File: src/rtl/ctrl_pkg.sv
`default_nettype none
// ============================================================================
// Module  : ctrl_pkg
// Brief   : Shared state encoding and opcode constants for the fetch sequencer
// Revision: 1.0
// ============================================================================
package ctrl_pkg;

    typedef enum logic [1:0] {
        ST_FETCH     = 2'd0,
        ST_FETCH_IMM = 2'd1,
        ST_INT_SAVE  = 2'd2,
        ST_INT_VEC   = 2'd3
    } state_t;

    localparam logic [3:0] OPC_EXT    = 4'hC;
    localparam logic [3:0] OPC_RETFAM = 4'hB;
    localparam logic [1:0] RA_RTI     = 2'b11;

    function automatic logic is_rti(input logic [3:0] opc, input logic [1:0] ra_f);
        return (opc == OPC_RETFAM) && (ra_f == RA_RTI);
    endfunction

endpackage : ctrl_pkg
`default_nettype wire

File: src/rtl/irq_prio_enc.sv
`default_nettype none
// ============================================================================
// Module  : irq_prio_enc
// Brief   : Fixed-priority encoder, lowest set index wins
// Revision: 1.0
// ============================================================================
module irq_prio_enc #(
    parameter int NUM_IRQ = 4,
    parameter int IRQW    = 3
) (
    input  logic [NUM_IRQ-1:0] pending,
    output logic               valid,
    output logic [IRQW-1:0]    index,
    output logic [NUM_IRQ-1:0] onehot
);

    // Scan high to low so the lowest set bit is the last assignment made.
    always_comb begin
        valid  = 1'b0;
        index  = '0;
        onehot = '0;
        for (int i = NUM_IRQ - 1; i >= 0; i--) begin
            if (pending[i]) begin
                valid     = 1'b1;
                index     = IRQW'(i);
                onehot    = '0;
                onehot[i] = 1'b1;
            end
        end
    end

endmodule : irq_prio_enc
`default_nettype wire

File: src/rtl/ctrl_seq_fsm.sv
`default_nettype none
// ============================================================================
// Module  : ctrl_seq_fsm
// Brief   : Fetch/immediate/interrupt sequencer driving PC and IF/ID enables
// Revision: 1.0
// ============================================================================
module ctrl_seq_fsm
    import ctrl_pkg::*;
#(
    parameter int NUM_IRQ   = 4,
    parameter int IMM_BYTES = 1,
    parameter int IRQW      = 3
) (
    input  logic               clk,
    input  logic               rst,
    input  logic [3:0]         opcode,
    input  logic [1:0]         ra,
    input  logic [NUM_IRQ-1:0] irq,
    input  logic [NUM_IRQ-1:0] irq_mask,
    input  logic               stall_ext,
    input  logic               flush,
    output logic               PC_Write_En,
    output logic               IF_ID_Write_En,
    output logic               Inject_Bubble,
    output logic               Inject_Int,
    output logic               Vec_Sel,
    output logic [IRQW-1:0]    irq_id,
    output logic [NUM_IRQ-1:0] irq_ack,
    output logic               in_isr
);

    localparam int CNT_W = $clog2(IMM_BYTES + 1);
    localparam logic [CNT_W-1:0] CNT_LOAD = CNT_W'(IMM_BYTES);
    localparam logic [CNT_W-1:0] CNT_ONE  = CNT_W'(1);

    state_t             state_q, state_d;
    logic [CNT_W-1:0]   cnt_q, cnt_d;
    logic               in_isr_q, in_isr_d;
    logic [IRQW-1:0]    irq_id_q, irq_id_d;
    logic [NUM_IRQ-1:0] irq_oh_q, irq_oh_d;

    logic [NUM_IRQ-1:0] w_pending;
    logic               w_pend_valid;
    logic [IRQW-1:0]    w_pend_idx;
    logic [NUM_IRQ-1:0] w_pend_oh;

    assign w_pending = irq & irq_mask & {NUM_IRQ{~in_isr_q}};

    irq_prio_enc #(
        .NUM_IRQ (NUM_IRQ),
        .IRQW    (IRQW)
    ) u_prio (
        .pending (w_pending),
        .valid   (w_pend_valid),
        .index   (w_pend_idx),
        .onehot  (w_pend_oh)
    );

    always_ff @(posedge clk or posedge rst) begin
        if (rst) begin
            state_q  <= ST_FETCH;
            cnt_q    <= '0;
            in_isr_q <= 1'b0;
            irq_id_q <= '0;
            irq_oh_q <= '0;
        end else begin
            state_q  <= state_d;
            cnt_q    <= cnt_d;
            in_isr_q <= in_isr_d;
            irq_id_q <= irq_id_d;
            irq_oh_q <= irq_oh_d;
        end
    end

    always_comb begin
        state_d        = state_q;
        cnt_d          = cnt_q;
        in_isr_d       = in_isr_q;
        irq_id_d       = irq_id_q;
        irq_oh_d       = irq_oh_q;
        PC_Write_En    = 1'b0;
        IF_ID_Write_En = 1'b0;
        Inject_Bubble  = 1'b0;
        Inject_Int     = 1'b0;
        Vec_Sel        = 1'b0;
        irq_ack        = '0;

        case (state_q)
            ST_FETCH: begin
                if (stall_ext) begin
                    Inject_Bubble = 1'b1;
                end else begin
                    PC_Write_En    = 1'b1;
                    IF_ID_Write_En = 1'b1;
                    if (!flush) begin
                        if (is_rti(opcode, ra)) begin
                            in_isr_d = 1'b0;
                        end
                        // in_isr is raised on the entry edge so pending is masked
                        // for the whole atomic save/vector sequence.
                        if (opcode == OPC_EXT) begin
                            state_d = ST_FETCH_IMM;
                            cnt_d   = CNT_LOAD;
                        end else if (w_pend_valid) begin
                            state_d  = ST_INT_SAVE;
                            irq_id_d = w_pend_idx;
                            irq_oh_d = w_pend_oh;
                            in_isr_d = 1'b1;
                        end
                    end
                end
            end
            ST_FETCH_IMM: begin
                PC_Write_En   = 1'b1;
                Inject_Bubble = 1'b1;
                if (flush) begin
                    state_d = ST_FETCH;
                    cnt_d   = '0;
                end else begin
                    cnt_d = cnt_q - CNT_ONE;
                    if (cnt_q == CNT_ONE) begin
                        state_d = ST_FETCH;
                    end
                end
            end
            ST_INT_SAVE: begin
                Inject_Int = 1'b1;
                irq_ack    = irq_oh_q;
                state_d    = ST_INT_VEC;
            end
            ST_INT_VEC: begin
                PC_Write_En   = 1'b1;
                Vec_Sel       = 1'b1;
                Inject_Bubble = 1'b1;
                state_d       = ST_FETCH;
            end
            default: begin
                state_d = ST_FETCH;
            end
        endcase

        // While reset is held the pipeline is frozen with a bubble in ID/EX.
        if (rst) begin
            PC_Write_En    = 1'b0;
            IF_ID_Write_En = 1'b0;
            Inject_Bubble  = 1'b1;
            Inject_Int     = 1'b0;
            Vec_Sel        = 1'b0;
            irq_ack        = '0;
        end
    end

    assign irq_id = irq_id_q;
    assign in_isr = in_isr_q;

endmodule : ctrl_seq_fsm
`default_nettype wire

File: config.mk
export PLATFORM = sky130hd
export DESIGN_NAME = ctrl_seq_fsm
export DESIGN_NICKNAME = d
export VERILOG_FILES = /design/src/rtl/ctrl_pkg.sv /design/src/rtl/irq_prio_enc.sv /design/src/rtl/ctrl_seq_fsm.sv
export SDC_FILE = /design/constraint.sdc
export NUM_CORES = 1
export LEC_CHECK = 0
export ABC_AREA = 1
export CORE_MARGIN = 2
export CORE_UTILIZATION = 41
export CTS_CLUSTER_DIAMETER = 40
export CTS_CLUSTER_SIZE = 20
export DETAILED_ROUTE_END_ITERATION = 8
export PLACE_DENSITY = 0.87
export REMOVE_ABC_BUFFERS = 1
export SYNTH_ARGS = -nofsm -noshare
export SYNTH_HDL_FRONTEND = slang
export SYNTH_SLANG_ARGS = --single-unit
File: constraint.sdc
create_clock -name clk -period 1.3 [get_ports clk]
set_input_delay 0.195 -clock clk [delete_from_list [all_inputs] [get_ports clk]]
set_output_delay 0.195 -clock clk [all_outputs]
set_load 0.05 [all_outputs]
==> impl_metrics.ini <==
[floorplan]
initial_utilization_pct = 43.0
die_area_sq_um = 2120
core_area_sq_um = 1690
io_pins = 31
die_y_um = 46.1
rows = 15
die_w_um = 46.1

[place]
dp_hpwl_um = 1500
gp_congestion = 0.879
numPortBuffers = 29

[clock_tree]
htreeDepth = 1
clkSinkCount = 10
clock_latency_ns = 0.27
cts_buffers = 3
cts_buffer_depth = 2
cts_tree = done
holdBufCountCts = 0
clk_pin_slew_worst_paths_ns = 0.07
clock-root-buffer = clkbuf_4

[status]
violations = setup timing
outcome = finished with violations

[synthesis]
yosys_warnings = 0
ys_seq_area_share_pct = 34.5
synth_seq_cells = 10
syn_avg_cell_area_sq_um = 6.78
synth_cells = 107
synth_area_sq_um = 726
ys_types = 21

[sta]
rsz0062_at_grt = yes
post-route-period-util_pct = 120
setup_slack_ns = -0.255
fmax_ghz = 0.643
slew_viol_final = 0
final-hold-violation-count = 0
min_period_ns = 1.55
finalSetupViolations = 16
finClkSkew_ns = 0.000676
fin_tns_setup_ns = -3.02

[power_and_ir_drop]
p_leak_nw = 0.644
finalPower_mw = 2.34
vdd.ir_drop.worst_v = 0.00105
powerDensity_nw_per_um2 = 1660

[finish]
antennaDiodeCount = 0
syn_to_final_growth_pct = 94.5
nets = 172
drive_above_1_share_pct = 43.8

[global_routing]
grt_max_degree = 11
track_usage_pct = 24.0
overflow = 0
grt_pass1_wl_um = 3520
grt_pass1_vias = 781
antenna_found_initial = 0

[run]
cap_violations = 0

[route]
vias = 914
wire_per_inst_um = 15.7
wl_um = 2670
vias_per_cell = 5.38
drc = 0
drtIter0Drc = 33
first_pass_iters = 4
antenna_left = 0

[critical_path]
worstPathRequired_ns = 1.11
crit_path_start_kind = register
crit_type = reg2out
cp_max_fo = 3
crit_arrival_ns = 1.36
cp-end-kind = output pin

[hold_path]
hold_class = in2async
## worst max-delay path: stages, from the launching register on
cell and delay, ns:
dfrtp_1 0.39, inv_2 0.10, nand2_4 0.07, nor2_4 0.15, buf_4 0.15, buf_6 0.10
buf_12 0.12
## cell type report
type | instances | area [sq um]
flip-flops and latches | 10 | 253
fillers | 90 | 278
repair buffers | 43 | 522
multi-input cells | 81 | 520
inverters | 15 | 58.8
well taps | 17 | 21.3
clock buffers | 4 | 36.3
## Yosys cell counts
master,number,share of area [%]
nor3_1,3,2.1
a21oi_1,3,2.1
nand2_2,6,5.2
inv_1,11,5.7
nor2_1,16,8.3
conb_1,1,0.52
buf_4,1,1.0
nand3_1,8,5.5
nand3b_1,2,2.1
dfrtp_1,10,34
nand2_8,1,2.8
nor2_2,3,2.6
nor2_4,3,4.7
nand2_4,1,1.6
nand4_1,1,0.86
a31oi_1,1,0.86
inv_2,4,2.1
nand2_1,27,14
o21ai_0,3,2.1
o21bai_1,1,1.0
o21ai_1,1,0.69
## placed cells by master, fill, tap and decap left out, types with 4 or more instances in the layout
master / Yosys / layout
nand2_2: 6 / 7
nand2_1: 27 / 23
nand2_4: 1 / 4
nor2_2: 3 / 4
buf_12: 0 / 12
nor2_1: 16 / 9
dfrtp_1: 10 / 8
nor2_4: 3 / 9
inv_1: 11 / 11
clkdlybuf4s50_1: 0 / 16
nand3_1: 8 / 8
buf_4: 1 / 12
## what timing repair did
item                       CTS  global route
hold endpoints to repair     0             0
gates resized for setup     19            14
buffers inserted             3             2
cloned                       0             0
setup endpoints to repair    9            20
pin swaps                    2             6
## where the power goes
part | internal [mW] | switching [mW]
clock | 0.170 | 0.117
combinational | 0.633 | 0.836
sequential | 0.431 | 0.155
## sequential cells by signal, summed over array words and instances (netlist names)
signal and cells:
irq_oh_q 4, irq_id 2, state_q 2, cnt_q 1
in_isr 1
## logic make-up (layout without fill, tap and decap cells)
kind of cell	after synthesis	in the layout	synth area share, %
flops	10	10	34.5
compound gates	9	9	6.72
simple gates	71	71	49.5
other cells	1	1	0.517
buf+inv	16	62	8.79
## worst paths after layout
path,startpoint,endpoint,slack (ns),depth (start not counted)
setup / recovery,state_q[0]$_DFFE_PP0P_,Inject_Int,-0.25,6
hold / removal,rst,irq_oh_q[2]$_DFFE_PP0P_,0.29,3
setup reg to reg,state_q[0]$_DFFE_PP0P_,irq_id[1]$_DFFE_PP0P_,-0.18,8
hold reg to reg,irq_oh_q[0]$_DFFE_PP0P_,irq_oh_q[0]$_DFFE_PP0P_,0.50,2
max in group asynchronous,rst,state_q[1]$_DFFE_PP0P_,0.85,3
min in group clk,irq_oh_q[0]$_DFFE_PP0P_,irq_oh_q[0]$_DFFE_PP0P_,0.50,2
## layer usage
layer / wire length, um / vias to the layer above / track usage [%]
met4: 107 / 0 / 6.86
met5: 0 / - / 0
met2: 1380 / 45 / 44.7
li1: - / 426 / -
met3: 167 / 18 / 4.71
met1: 1020 / 425 / 27.2
## metrics by stage
stage / cell area, sq um / hold WS (ns) / instances / setup WS [ns] / util [%]
6_report: 1410 / 0.292 / 170 / -0.255 / 83.6
4_1_cts: 1350 / 0.228 / 168 / -0.212 / 79.8
3_3_place_gp: 1220 / 0.466 / 161 / -0.205 / 72.1
2_1_floorplan: 718 / 0.0437 / 106 / -0.944 / -
3_5_place_dp: 1220 / 0.472 / 161 / -0.276 / 72.1
5_1_grt: 1410 / 0.301 / 170 / -0.288 / 83.6
Note: power is estimated with default switching activity, not from simulation.
